### src/rtl/i2cmb_wb_sequencer.sv
// Wishbone master that walks the i2cmb core through init, START, address, data bytes and STOP.
// Latency: one access at a time, >=1 idle cycle between accesses; every command waits for irq_i then reads CMDR.
// Backpressure: each access holds until ack_i; requests only accepted in IDLE; write bytes pulled with a one-cycle wdata_ready_o.
module i2cmb_wb_sequencer #(
    parameter int BUS_ID        = 0,
    parameter int WB_ADDR_WIDTH = 2,
    parameter int WB_DATA_WIDTH = 8
) (
    input  logic                     clk_i,
    input  logic                     rst_ni,
    input  logic                     req_valid_i,
    output logic                     req_ready_o,
    input  logic                     req_rnw_i,
    input  logic [6:0]               req_addr_i,
    input  logic [5:0]               req_len_i,
    input  logic                     wdata_valid_i,
    output logic                     wdata_ready_o,
    input  logic [7:0]               wdata_i,
    output logic                     rdata_valid_o,
    output logic [7:0]               rdata_o,
    output logic                     done_o,
    output logic                     err_o,
    output logic                     cyc_o,
    output logic                     stb_o,
    output logic                     we_o,
    output logic [WB_ADDR_WIDTH-1:0] adr_o,
    output logic [WB_DATA_WIDTH-1:0] dat_o,
    input  logic                     ack_i,
    input  logic [WB_DATA_WIDTH-1:0] dat_i,
    input  logic                     irq_i
);
    localparam logic [WB_ADDR_WIDTH-1:0] ADR_CSR  = WB_ADDR_WIDTH'(0);
    localparam logic [WB_ADDR_WIDTH-1:0] ADR_DPR  = WB_ADDR_WIDTH'(1);
    localparam logic [WB_ADDR_WIDTH-1:0] ADR_CMDR = WB_ADDR_WIDTH'(2);

    typedef enum logic [2:0] {INIT, IDLE, START, ADDR, WDATA, RDATA, STOP, DONE} state_t;
    typedef enum logic [2:0] {ACT_NONE, ACT_WR, ACT_RD, ACT_IRQ, ACT_EVAL, ACT_WAITV, ACT_TAKE, ACT_PUSH} act_t;

    state_t     state;
    logic [2:0] step;
    logic [6:0] addr_q;
    logic       rnw_q;
    logic [5:0] count;
    logic       err_flag;
    logic [7:0] rd_byte;
    logic [7:0] wr_byte;

    act_t                     act;
    logic [WB_ADDR_WIDTH-1:0] op_adr;
    logic [7:0]               op_dat;
    logic                     err_next;

    // rd_byte holds the last CMDR status when an EVAL step runs
    assign err_next = err_flag | (|rd_byte[6:4]);

    always_comb begin
        act    = ACT_NONE;
        op_adr = ADR_CMDR;
        op_dat = 8'h00;
        case (state)
            INIT: case (step)
                3'd0:    begin act = ACT_WR; op_adr = ADR_CSR; op_dat = 8'hC0; end
                3'd1:    begin act = ACT_WR; op_adr = ADR_DPR; op_dat = 8'(BUS_ID); end
                3'd2:    begin act = ACT_WR; op_dat = 8'h06; end
                3'd3:    act = ACT_IRQ;
                3'd4:    act = ACT_RD;
                default: act = ACT_EVAL;
            endcase
            START, STOP: case (step)
                3'd0:    begin act = ACT_WR; op_dat = (state == START) ? 8'h04 : 8'h05; end
                3'd1:    act = ACT_IRQ;
                3'd2:    act = ACT_RD;
                default: act = ACT_EVAL;
            endcase
            ADDR: case (step)
                3'd0:    begin act = ACT_WR; op_adr = ADR_DPR; op_dat = {addr_q, rnw_q}; end
                3'd1:    begin act = ACT_WR; op_dat = 8'h01; end
                3'd2:    act = ACT_IRQ;
                3'd3:    act = ACT_RD;
                default: act = ACT_EVAL;
            endcase
            WDATA: case (step)
                3'd0:    act = ACT_WAITV;
                3'd1:    act = ACT_TAKE;
                3'd2:    begin act = ACT_WR; op_adr = ADR_DPR; op_dat = wr_byte; end
                3'd3:    begin act = ACT_WR; op_dat = 8'h01; end
                3'd4:    act = ACT_IRQ;
                3'd5:    act = ACT_RD;
                default: act = ACT_EVAL;
            endcase
            RDATA: case (step)
                3'd0:    begin act = ACT_WR; op_dat = (count == 6'd1) ? 8'h03 : 8'h02; end
                3'd1:    act = ACT_IRQ;
                3'd2:    act = ACT_RD;
                3'd3:    act = ACT_EVAL;
                3'd4:    begin act = ACT_RD; op_adr = ADR_DPR; end
                default: act = ACT_PUSH;
            endcase
            default: act = ACT_NONE;
        endcase
    end

    always_ff @(posedge clk_i or negedge rst_ni) begin
        if (!rst_ni) begin
            state         <= INIT;
            step          <= 3'd0;
            addr_q        <= 7'd0;
            rnw_q         <= 1'b0;
            count         <= 6'd0;
            err_flag      <= 1'b0;
            rd_byte       <= 8'h00;
            wr_byte       <= 8'h00;
            req_ready_o   <= 1'b0;
            wdata_ready_o <= 1'b0;
            rdata_valid_o <= 1'b0;
            rdata_o       <= 8'h00;
            done_o        <= 1'b0;
            err_o         <= 1'b0;
            cyc_o         <= 1'b0;
            stb_o         <= 1'b0;
            we_o          <= 1'b0;
            adr_o         <= '0;
            dat_o         <= '0;
        end else begin
            wdata_ready_o <= 1'b0;
            rdata_valid_o <= 1'b0;
            done_o        <= 1'b0;
            err_o         <= 1'b0;
            if (cyc_o) begin
                if (ack_i) begin
                    cyc_o   <= 1'b0;
                    stb_o   <= 1'b0;
                    we_o    <= 1'b0;
                    rd_byte <= dat_i[7:0];
                    step    <= step + 3'd1;
                end
            end else if (state == IDLE) begin
                if (req_valid_i && req_ready_o) begin
                    req_ready_o <= 1'b0;
                    rnw_q       <= req_rnw_i;
                    addr_q      <= req_addr_i;
                    count       <= req_len_i;
                    step        <= 3'd0;
                    err_flag    <= (req_len_i == 6'd0);
                    state       <= (req_len_i == 6'd0) ? DONE : START;
                end
            end else if (state == DONE) begin
                done_o      <= 1'b1;
                err_o       <= err_flag;
                req_ready_o <= 1'b1;
                state       <= IDLE;
            end else begin
                case (act)
                    ACT_WR, ACT_RD: begin
                        cyc_o <= 1'b1;
                        stb_o <= 1'b1;
                        we_o  <= (act == ACT_WR);
                        adr_o <= op_adr;
                        dat_o <= WB_DATA_WIDTH'(op_dat);
                    end
                    ACT_IRQ:   if (irq_i) step <= step + 3'd1;
                    ACT_WAITV: if (wdata_valid_i) begin
                        wdata_ready_o <= 1'b1;
                        step          <= step + 3'd1;
                    end
                    ACT_TAKE: begin
                        wr_byte <= wdata_i;
                        step    <= step + 3'd1;
                    end
                    ACT_PUSH: begin
                        rdata_o       <= rd_byte;
                        rdata_valid_o <= 1'b1;
                        count         <= (count != 6'd0) ? count - 6'd1 : 6'd0;
                        step          <= 3'd0;
                        if (count == 6'd1) state <= STOP;
                    end
                    ACT_EVAL: begin
                        err_flag <= err_next;
                        step     <= 3'd0;
                        case (state)
                            INIT: begin
                                state       <= IDLE;
                                req_ready_o <= 1'b1;
                            end
                            START: state <= err_next ? STOP : ADDR;
                            ADDR:  state <= err_next ? STOP : (rnw_q ? RDATA : WDATA);
                            WDATA: begin
                                count <= (count != 6'd0) ? count - 6'd1 : 6'd0;
                                if (err_next || count == 6'd1) state <= STOP;
                            end
                            // status evaluated mid-byte; the DPR read follows
                            RDATA: step  <= step + 3'd1;
                            STOP:  state <= DONE;
                            default: state <= IDLE;
                        endcase
                    end
                    default: ;
                endcase
            end
        end
    end
endmodule

### config.mk
export PLATFORM = sky130hd
export DESIGN_NAME = i2cmb_wb_sequencer
export DESIGN_NICKNAME = d
export VERILOG_FILES = /design/src/rtl/i2cmb_wb_sequencer.sv
export SDC_FILE = /design/constraint.sdc
export NUM_CORES = 1
export LEC_CHECK = 0
export ABC_AREA = 1
export CELL_PAD_IN_SITES_DETAIL_PLACEMENT = 1
export CELL_PAD_IN_SITES_GLOBAL_PLACEMENT = 1
export CORE_MARGIN = 2
export CORE_UTILIZATION = 35
export CTS_BUF_LIST = sky130_fd_sc_hd__clkbuf_4
export DETAILED_ROUTE_END_ITERATION = 10
export HOLD_SLACK_MARGIN = 0.1
export PLACE_DENSITY = 0.71
export SETUP_SLACK_MARGIN = 0.2
export SYNTH_ARGS = -nofsm -noshare
export SYNTH_HDL_FRONTEND = slang
export SYNTH_SLANG_ARGS = --single-unit
### constraint.sdc
create_clock -name clk_i -period 2.5 [get_ports clk_i]
set_input_delay 0.5 -clock clk_i [delete_from_list [all_inputs] [get_ports clk_i]]
set_output_delay 0.5 -clock clk_i [all_outputs]
set_load 0.005 [all_outputs]
==> out/results.txt, run 1 <==
Hold crit path type: reg -> reg
Yosys reg bits: 63
Placed cell areas: 4450 µm²
Placer Congestion: 0.912
TritonRoute pass-1 iters: 4
GRT Overall Usage: 0.212
R2R cell count: 14
Final hold slack: 0.491 ns
YS warnings: 0
H-tree depth: 3
Post-synth top area cell: dfrtp_1
Max Freq: 0.422 GHz
WL final: 11,800 µm
Endpoints failing setup: 0
WL/cell: 16.8 µm
CP max FO: 8
Synth Flop Type: dfrtp_1
Share of layout cells above drive strength 1: 0.287
Dpl ws: -0.0919 ns
Final hold vios: 0
N_diodes: 0
Worst Setup Start Kind: register
Count of final max-slew check failures: 0
Vias in the first global route: 3,667
CP Data Required Time: 2.83 ns
Seq/Total Area, Yosys: 0.444
Post-route DRC: 0
Worst clock skew: 0.0170 ns
TritonCTS clock tree: built
1st-iter DRT viols: 138
Post-synth EDFFs: 0
CTS sink cnt: 63
Status: complete, no violations
Synthesized area per cell: 7.94 µm²
CTS clk-pin slew, worst paths: 0.13 ns
Setup ws final: 0.129 ns
Area Growth Syn to Fin: 48.0%
Number of routed nets with antenna violations: 0
Peak VDD IR: 574 µV
Most common cell after layout, fill and taps aside: nand2_1
RSZ-0062 raised after global routing: yes
First-pass GRT wire length: 18,500 µm
Core Region: 9820 µm²
I/O pin cnt: 62
Worst slew pin tran: 0.581 ns
Fin area: 5250 µm²
Post-synth ARST share: 1.00
Worst EP arrival: 2.70 ns
Via-per-instance ratio: 4.98
Die X: 105 µm
Crit. End Element: register
Critical path class: reg -> reg
Initial antenna violation count: 0
Overflow after GRT: 0
Num CTS Buffers: 9
Yosys cell types: 43
Cell row count: 36
Tot Pwr: 7.97 mW
Port-buffer cells: 61
Tcrit/Tclk final: 0.948
Full die area: 11,000 µm²
Leak Pwr: 2.51 nW
Syn_nets: 490
Post-Syn Area: 3550 µm²
Initial Util: 0.361
Most frequent cells in the layout: nand2_1 (117), dfrtp_1 (61), clkdlybuf4s50_1 (60)
Post-synth top area share: 0.444
PD cells: 1520 nW/µm²
Die Y: 105 µm
Detailed-route via count: 3,475
Worst-Skew Late Latency: 0.42 ns
Fin crit period: 2.37 ns
Area contributors post-synth: dfrtp_1 (44%), nand2_1 (15%), inv_1 (5.4%), o21ai_0 (4.7%), nor2_1 (3.2%)
Cell chosen for the clock root: clkbuf_4
Largest net degree at the start of global routing: 41
Relative slew slack: 0.613
Nets: 603
WHS Path Cells: 2
Max_cap viols: 0
Longest Clk Path Bufs: 2
Post-DP HPWL: 8020 µm
Mapped Cells: 447
[per-stage QoR]
stage               cells   util  TNS, ns
global placement      653  0.454        0
finish                698  0.535        0
detailed placement    653  0.454   -0.534
CTS                   684  0.502        0
floorplan             447      -        0
global route          698  0.535        0
[state kept, by name, summed over array words and instances, names as in the netlist, 2 cells and up]
register  count
wr_byte       8
rdata_o       8
step          3
addr_q        7
count         6
rd_byte       8
state         3
adr_o         2
dat_o         8
[area by class of cell]
| class | count | area [µm²] |
|---|---|---|
| Clock buffer | 9 | 67.6 |
| Clock inverter | 7 | 96.3 |
| Fill cell | 1208 | 4570 |
| Inverter | 58 | 235 |
| Multi-Input combinational cell | 318 | 2030 |
| Sequential cell | 63 | 1580 |
| Tap cell | 133 | 166 |
| Timing Repair Buffer | 110 | 1080 |
[routing by layer]
metal / vias up / routed length (µm) / global-route usage
met5: - / 0 / 0
met4: 0 / 275 / 0.0771
met3: 18 / 336 / 0.0399
met2: 60 / 6380 / 0.389
met1: 1722 / 4760 / 0.246
li1: 1675 / - / -
[report_power, final]
part           leakage (nW)  total, mW  switching (mW)  internal, mW
Sequential            0.796       1.76           0.311          1.45
Clock                0.0802      0.837           0.430         0.407
Combinational          1.63       5.38            3.03          2.34
[synth_stat cells, types with 2 or more instances]
library cell,instances
nand3_1,21
xnor2_1,3
clkbuf_1,2
nand4_1,5
o21ai_2,8
mux2_2,6
nand2_2,2
buf_6,3
a211oi_1,3
o22ai_1,4
ha_1,7
a21oi_1,9
inv_1,51
a31oi_1,4
inv_2,4
nor2_2,3
o21ai_1,6
nand2_4,5
dfrtp_1,63
nor2_4,3
a22oi_1,4
nor4_1,3
nor2_1,30
buf_2,3
o21ai_0,33
nand2_1,141
nor3_1,5
[path summary, 6_finish.rpt]
path / slack (ns) / to / startpoint
worst min-delay path: 0.49 / rdata_o[3]$_DFFE_PN0P_ / rd_byte[3]$_DFFE_PN0P_
worst min register to register: 0.49 / rdata_o[3]$_DFFE_PN0P_ / rd_byte[3]$_DFFE_PN0P_
max in group asynchronous: 1.27 / wr_byte[6]$_DFFE_PN0P_ / rst_ni
worst max register to register: 0.13 / wr_byte[7]$_DFFE_PN0P_ / step[0]$_DFFE_PN0P_
worst max-delay path: 0.13 / wr_byte[7]$_DFFE_PN0P_ / step[0]$_DFFE_PN0P_
min in group asynchronous: 0.60 / count[2]$_DFFE_PN0P_ / rst_ni
[critical path, cell delays in order, from the launching register on]
cell and delay (ns):
dfrtp_2 0.51, ha_4 0.20, ha_4 0.17, inv_4 0.09, nand3_4 0.09, nor2_2 0.16
nand2_2 0.08, nand4_4 0.10, buf_6 0.11, inv_4 0.03, nor4_4 0.30, buf_4 0.18
buf_12 0.11, nand2_1 0.07, o21ai_1 0.10
[cell families (layout without fill, tap and decap cells)]
kind of cell	count (synthesis)	in the layout	share of synthesized area
AND/OR/NAND/NOR	225	226	0.297
multiplexers	6	6	0.0190
XOR/XNOR	4	4	0.00987
AO/OA/AOI/OAI	75	75	0.126
flip-flops	63	63	0.444
buffers and inverters	67	184	0.0797
adder cells (fa/ha/maj)	7	7	0.0247
[what timing repair did]
action,in CTS,in global routing
cloned,1,2
pin swaps,15,23
buffers inserted,13,12
hold buffers,1,0
endpoints found under the hold margin,23,0
resized for setup,49,62
setup endpoints to repair,42,42
Note: power is estimated with default switching activity, not from simulation.
==> run 2: changes to the inputs <==
Settings changed: PLACE_DENSITY 0.71 to 0.74.
Clock period 2.5 ns to 1.9 ns, I/O delays scaled along.
==> run 2 against run 1 <==
  * The flow now finishes with violations (negative setup slack)
  * Highest routed layer unchanged
  * Cell area grew 5.8%
  * Combinational power grew 40%
  * Setup slack lost 0.55 ns
  * Final cell count grew 5.0%
  * Via count grew 5.4%
  * Critical endpoint is now step[2]$_DFFE_PN0P_
  * Die area is the same
  * Clock power grew 37%
  * Flip-flop and latch count is the same
  * Largest power group unchanged
  * Critical path depth grew 3
==> out/results.txt, run 2 (synthesis gave the netlist of run 1 again) <==
TritonRoute pass-1 iters: 4
Count of final max-slew check failures: 0
CP Data Required Time: 2.22 ns
Vias in the first global route: 4,028
Worst clock skew: 0.0162 ns
Endpoints failing setup: 45
Die Y: 105 µm
Leak Pwr: 2.80 nW
Hold crit path type: in -> reg
Cell chosen for the clock root: clkbuf_4
First-pass GRT wire length: 21,000 µm
Final hold slack: 0.480 ns
Failing checks: negative setup slack
WL/cell: 18.0 µm
Final hold vios: 0
Initial antenna violation count: 0
Setup ws final: -0.422 ns
Area Growth Syn to Fin: 56.5%
Max_cap viols: 0
Fin crit period: 2.32 ns
Core Region: 9820 µm²
Max Freq: 0.431 GHz
Initial Util: 0.361
Port-buffer cells: 61
Hold path endpoint: rd_byte[2]$_DFFE_PN0P_
CP cell instances: inv_4, ha_4, buf_4, inv_1, nand2_1, nand2_1, nand2_2, nor2_4, nand2_4, nor2_4, nand2_4, nand2_2, nand2_1, nand2_2, nand2_2, nand3_1, nand2_1
Critical path class: reg -> reg
Post-Route Utilization: 0.566
Crit-path max cell delay: 0.48 ns
Most frequent cells in the layout: nand2_1 (116), buf_4 (67), dfrtp_1 (60)
Worst hold start: dat_i[2]
Detailed-route via count: 3,663
R2R Setup Slk: -0.42 ns
GRT Overall Usage: 0.243
CP max FO: 7
Cell row count: 36
Number of routed nets with antenna violations: 0
Tot Pwr: 11.0 mW
Most common cell after layout, fill and taps aside: nand2_1
Tcrit/Tclk final: 1.22
I/O pin cnt: 62
1st-iter DRT viols: 119
Post-DP HPWL: 8830 µm
R2R cell count: 17
Peak VDD IR: 825 µV
Full die area: 11,000 µm²
H-tree depth: 3
Worst Setup Start Kind: register
TritonCTS clock tree: built
Die X: 105 µm
Relative slew slack: 0.747
Status: finished, violations left
Worst EP arrival: 2.64 ns
Overflow after GRT: 0
CTS clk-pin slew, worst paths: 0.14 ns
Worst-Skew Late Latency: 0.43 ns
WL final: 13,200 µm
Crit. End Element: register
Placer Congestion: 0.889
Via-per-instance ratio: 5.00
R2R Path End: step[2]$_DFFE_PN0P_
RSZ-0062 raised after global routing: yes
Share of layout cells above drive strength 1: 0.327
Longest Clk Path Bufs: 2
Nets: 638
Num CTS Buffers: 9
WHS Path Cells: 3
Largest net degree at the start of global routing: 64
Worst slew pin tran: 0.378 ns
Slowest-stage cell, CP: dfrtp_2
Critical R2R Launch: step[1]$_DFFE_PN0P_
PD cells: 1980 nW/µm²
N_diodes: 0
CTS sink cnt: 63
Post-route DRC: 0
-- run 2: cell types whose count changed in the layout (fill, tap and decap cells not counted), moves of 6 or more --
| cell | previous run | this run |
|---|---|---|
| dlygate4sd2_1 | 0 | 19 |
| buf_4 | 32 | 67 |
| mux2_2 | 6 | 0 |
| mux2_4 | 0 | 6 |
| clkdlybuf4s50_1 | 60 | 37 |
-- run 2: per-stage QoR --
step                      area, µm²  instances  setup slack (ns)  TNS (ns)
after floorplan                3680        447            -0.130     -2.35
after CTS                      5350        724            -0.310    -10.20
after detailed placement       4840        688            -0.395    -11.11
after global placement         4840        688            -0.283     -8.29
final                          5550        733            -0.422    -13.76
after global routing           5550        733            -0.542    -19.09
-- run 2: worst max-delay path by stage --
stage / startpoint / endpoint / slack, ns / depth (start not counted)
2_1_floorplan: step[0]$_DFFE_PN0P_ / count[4]$_DFFE_PN0P_ / -0.13 / 14
3_3_place_gp: step[0]$_DFFE_PN0P_ / state[0]$_DFFE_PN0P_ / -0.28 / 13
3_5_place_dp: step[0]$_DFFE_PN0P_ / state[2]$_DFFE_PN0P_ / -0.39 / 13
4_1_cts: step[0]$_DFFE_PN0P_ / state[1]$_DFFE_PN0P_ / -0.31 / 13
5_1_grt: step[1]$_DFFE_PN0P_ / step[2]$_DFFE_PN0P_ / -0.54 / 17
6_report: step[1]$_DFFE_PN0P_ / step[2]$_DFFE_PN0P_ / -0.42 / 17
-- run 2: area by class of cell --
class / count / area (µm²)
fill: 1184 / 4270
multi-input combinational: 318 / 2060
timing repair buffer: 145 / 1340
tap: 133 / 166
clock buffer: 9 / 67.6
clock inverter: 7 / 105
sequential: 63 / 1580
inverter: 58 / 239
-- run 2: report_power, final --
group / total, mW / internal, mW / leakage [nW] / switching, mW
clock network: 1.15 / 0.551 / 0.0886 / 0.599
logic: 7.52 / 3.31 / 1.92 / 4.22
registers: 2.33 / 1.91 / 0.794 / 0.416
-- run 2: timing repair --
item,4_1_cts,5_1_grt
resized for setup,75,32
setup endpoints to repair,71,57
pin swaps,13,17
endpoints found under the hold margin,63,0
gates cloned,1,1
setup buffers,18,8
hold buffers,1,0
-- run 2: metal layers --
metal,vias to the layer above,GRT usage,wire (µm)
li1,1754,-,-
met1,1828,0.313,5770
met2,65,0.416,6800
met3,16,0.0362,377
met4,0,0.0838,244
met5,-,0,0
-- run 2: critical path: cells and delay by family, from the launching register on --
kind	cells	cell delay [ns]
buffers and inverters	3	0.29
DFF	1	0.48
and+or+nand+nor	13	1.24
adders and majority gates	1	0.19
==> run 3: changes to the inputs <==
Settings changed: SETUP_SLACK_MARGIN 0.2 to default.
==> run 3 against run 2 <==
  * The flow still finishes with violations (negative setup slack)
  * Sequential power about the same
  * Total power decreased by 0.61%
  * Clock skew increased by 0.0061 ns
  * Setup slack improved by 0.072 ns
  * Final cell count decreased by 1.4%
  * Via count decreased by 0.49%
  * Highest routed layer unchanged
  * Routed wire length decreased by 6.7%
  * Cell area decreased by 2.1%
  * Non-clock buffer count decreased by 10
  * Clock-buffer cell count unchanged
  * Worst hold slack got worse by 0.021 ns
  * Critical endpoint is now state[2]$_DFFE_PN0P_
==> out/results.txt, run 3 (synthesis gave the netlist of run 1 again) <==
Port-buffer cells: 61
GRT Overall Usage: 0.226
Largest net degree at the start of global routing: 26
Detail Route met2 WL: 6400 µm
N_diodes: 0
Crit. End Element: register
TritonCTS clock tree: built
Hold crit path type: in -> async
Crit path buf inv count: 2
Cell row count: 36
I/O pin cnt: 62
Dpl ws: -0.369 ns
Overflow after GRT: 0
Tot Pwr: 10.9 mW
Fin crit period: 2.25 ns
CP cell instances: ha_4, ha_4, inv_4, nand2_4, o21ai_4, nand3_4, nor2_4, nand2_4, buf_6, nand3_2, nand4_1, nand2_1, nand2_1
Placer Congestion: 0.852
First-pass GRT wire length: 19,500 µm
Die X: 105 µm
Count of final max-slew check failures: 0
CTS sink cnt: 63
Nets: 628
Wl on met1: 5150 µm
WL/cell: 17.0 µm
Peak VDD IR: 738 µV
TritonRoute pass-1 iters: 4
Setup ws final: -0.350 ns
Num CTS Buffers: 9
Most common cell after layout, fill and taps aside: nand2_1
Number of routed nets with antenna violations: 0
Post-DP HPWL: 8660 µm
RSZ-0062 raised after global routing: yes
1st-iter DRT viols: 138
WL final: 12,300 µm
Top delay family on crit path: simple AND/OR/NAND/NOR gates
Leak Pwr: 2.62 nW
Initial antenna violation count: 0
Die Y: 105 µm
Crit-path max cell delay: 0.49 ns
CP max FO: 8
Area Growth Syn to Fin: 53.2%
Tcrit/Tclk final: 1.18
Most frequent cells in the layout: nand2_1 (119), dfrtp_1 (61), clkdlybuf4s50_1 (60), buf_4 (60), inv_1 (46)
Fill cells: 1,191
H-tree depth: 3
Post-Route Utilization: 0.554
Post-route DRC: 0
Detailed-route via count: 3,645
CP Data Required Time: 2.21 ns
Wire length on met3: 489 µm
Worst-Skew Late Latency: 0.43 ns
Endpoints failing setup: 44
Critical path class: reg -> reg
Relative slew slack: 0.623
Final hold vios: 0
Slowest-stage cell, CP: dfrtp_2
Max Freq: 0.445 GHz
Longest Clk Path Bufs: 2
Share of layout cells above drive strength 1: 0.312
Worst EP arrival: 2.56 ns
Core Region: 9820 µm²
Status: finished, violations left
Max_cap viols: 0
Worst Setup Start Kind: register
Full die area: 11,000 µm²
PD cells: 2010 nW/µm²
CTS clk-pin slew, worst paths: 0.13 ns
Worst clock skew: 0.0223 ns
Worst slew pin tran: 0.566 ns
Cell chosen for the clock root: clkbuf_4
Top Metal Used: met4
Via-per-instance ratio: 5.04
Failing checks: negative setup slack
Initial Util: 0.361
Vias in the first global route: 3,846
[run 3: cell count changes in the layout (fill, tap and decap cells not counted), moves of 4 or more]
cell	delta
dlygate4sd2_1	-19
clkdlybuf4s50_1	+23
mux2_2	+6
buf_6	-4
buf_4	-7
dlymetal6s2s_1	-4
nand2_2	-4
mux2_4	-6
[run 3: worst register-to-register path: cells and delay by family, from the launching register on]
family,cells,cell delay [ns]
AOI/OAI and AO/OA,1,0.17
adders and majority gates,2,0.37
and+or+nand+nor,8,0.89
DFF,1,0.49
buffers and inverters,2,0.23
[run 3: cell type report]
type / count / area, µm² / share of cell area
clock inverter: 7 / 96.3 / 0.0177
multi-input combinational: 318 / 2020 / 0.371
timing repair buffer: 135 / 1270 / 0.234
clock buffer: 9 / 67.6 / 0.0124
inverter: 58 / 238 / 0.0437
tap: 133 / 166 / 0.0306
sequential: 63 / 1580 / 0.290
[run 3: repair_timing]
action,CTS,global route
resized for setup,48,20
buffers inserted,9,11
hold buffers,1,0
hold endpoints to repair,21,0
gates cloned,1,0
setup endpoints to repair,46,51
pin swaps,18,15
[run 3: metal layers]
metal / up-vias / GRT usage
li1: 1729 / -
met1: 1810 / 0.273
met2: 86 / 0.415
met3: 20 / 0.0374
met4: 0 / 0.0581
met5: - / 0
[run 3: per-stage QoR]
step                setup TNS [ns]  hold WS, ns  area [µm²]  std cells
floorplan                    -2.37       0.0844        3680        447
global placement             -9.74        0.402        4850        685
detailed placement          -12.18        0.408        4850        685
CTS                         -11.59        0.493        5300        712
global route                -17.94        0.482        5440        723
finish                      -12.76        0.458        5440        723
[run 3: path summary, 6_finish.rpt]
| kind | slack [ns] | to | startpoint | cells past startpoint |
|---|---|---|---|---|
| min in group clk_i | 0.49 | rd_byte[1]$_DFFE_PN0P_ | dat_i[1] | 3 |
| worst max-delay path | -0.35 | state[2]$_DFFE_PN0P_ | step[0]$_DFFE_PN0P_ | 13 |
| worst min register to register | 0.49 | rdata_o[1]$_DFFE_PN0P_ | rdata_o[1]$_DFFE_PN0P_ | 2 |
| worst min-delay path | 0.46 | dat_o[0]$_DFFE_PN0P_ | rst_ni | 2 |
| worst max register to register | -0.35 | state[2]$_DFFE_PN0P_ | step[0]$_DFFE_PN0P_ | 13 |
| max in group asynchronous | 0.88 | wr_byte[2]$_DFFE_PN0P_ | rst_ni | 3 |
[run 3: where the power goes]
group | switching, mW | total, mW | internal, mW
Clock | 0.584 | 1.12 | 0.535
Combinational | 4.12 | 7.49 | 3.37
Sequential | 0.410 | 2.32 | 1.91
Total | 5.12 | 10.9 | 5.81
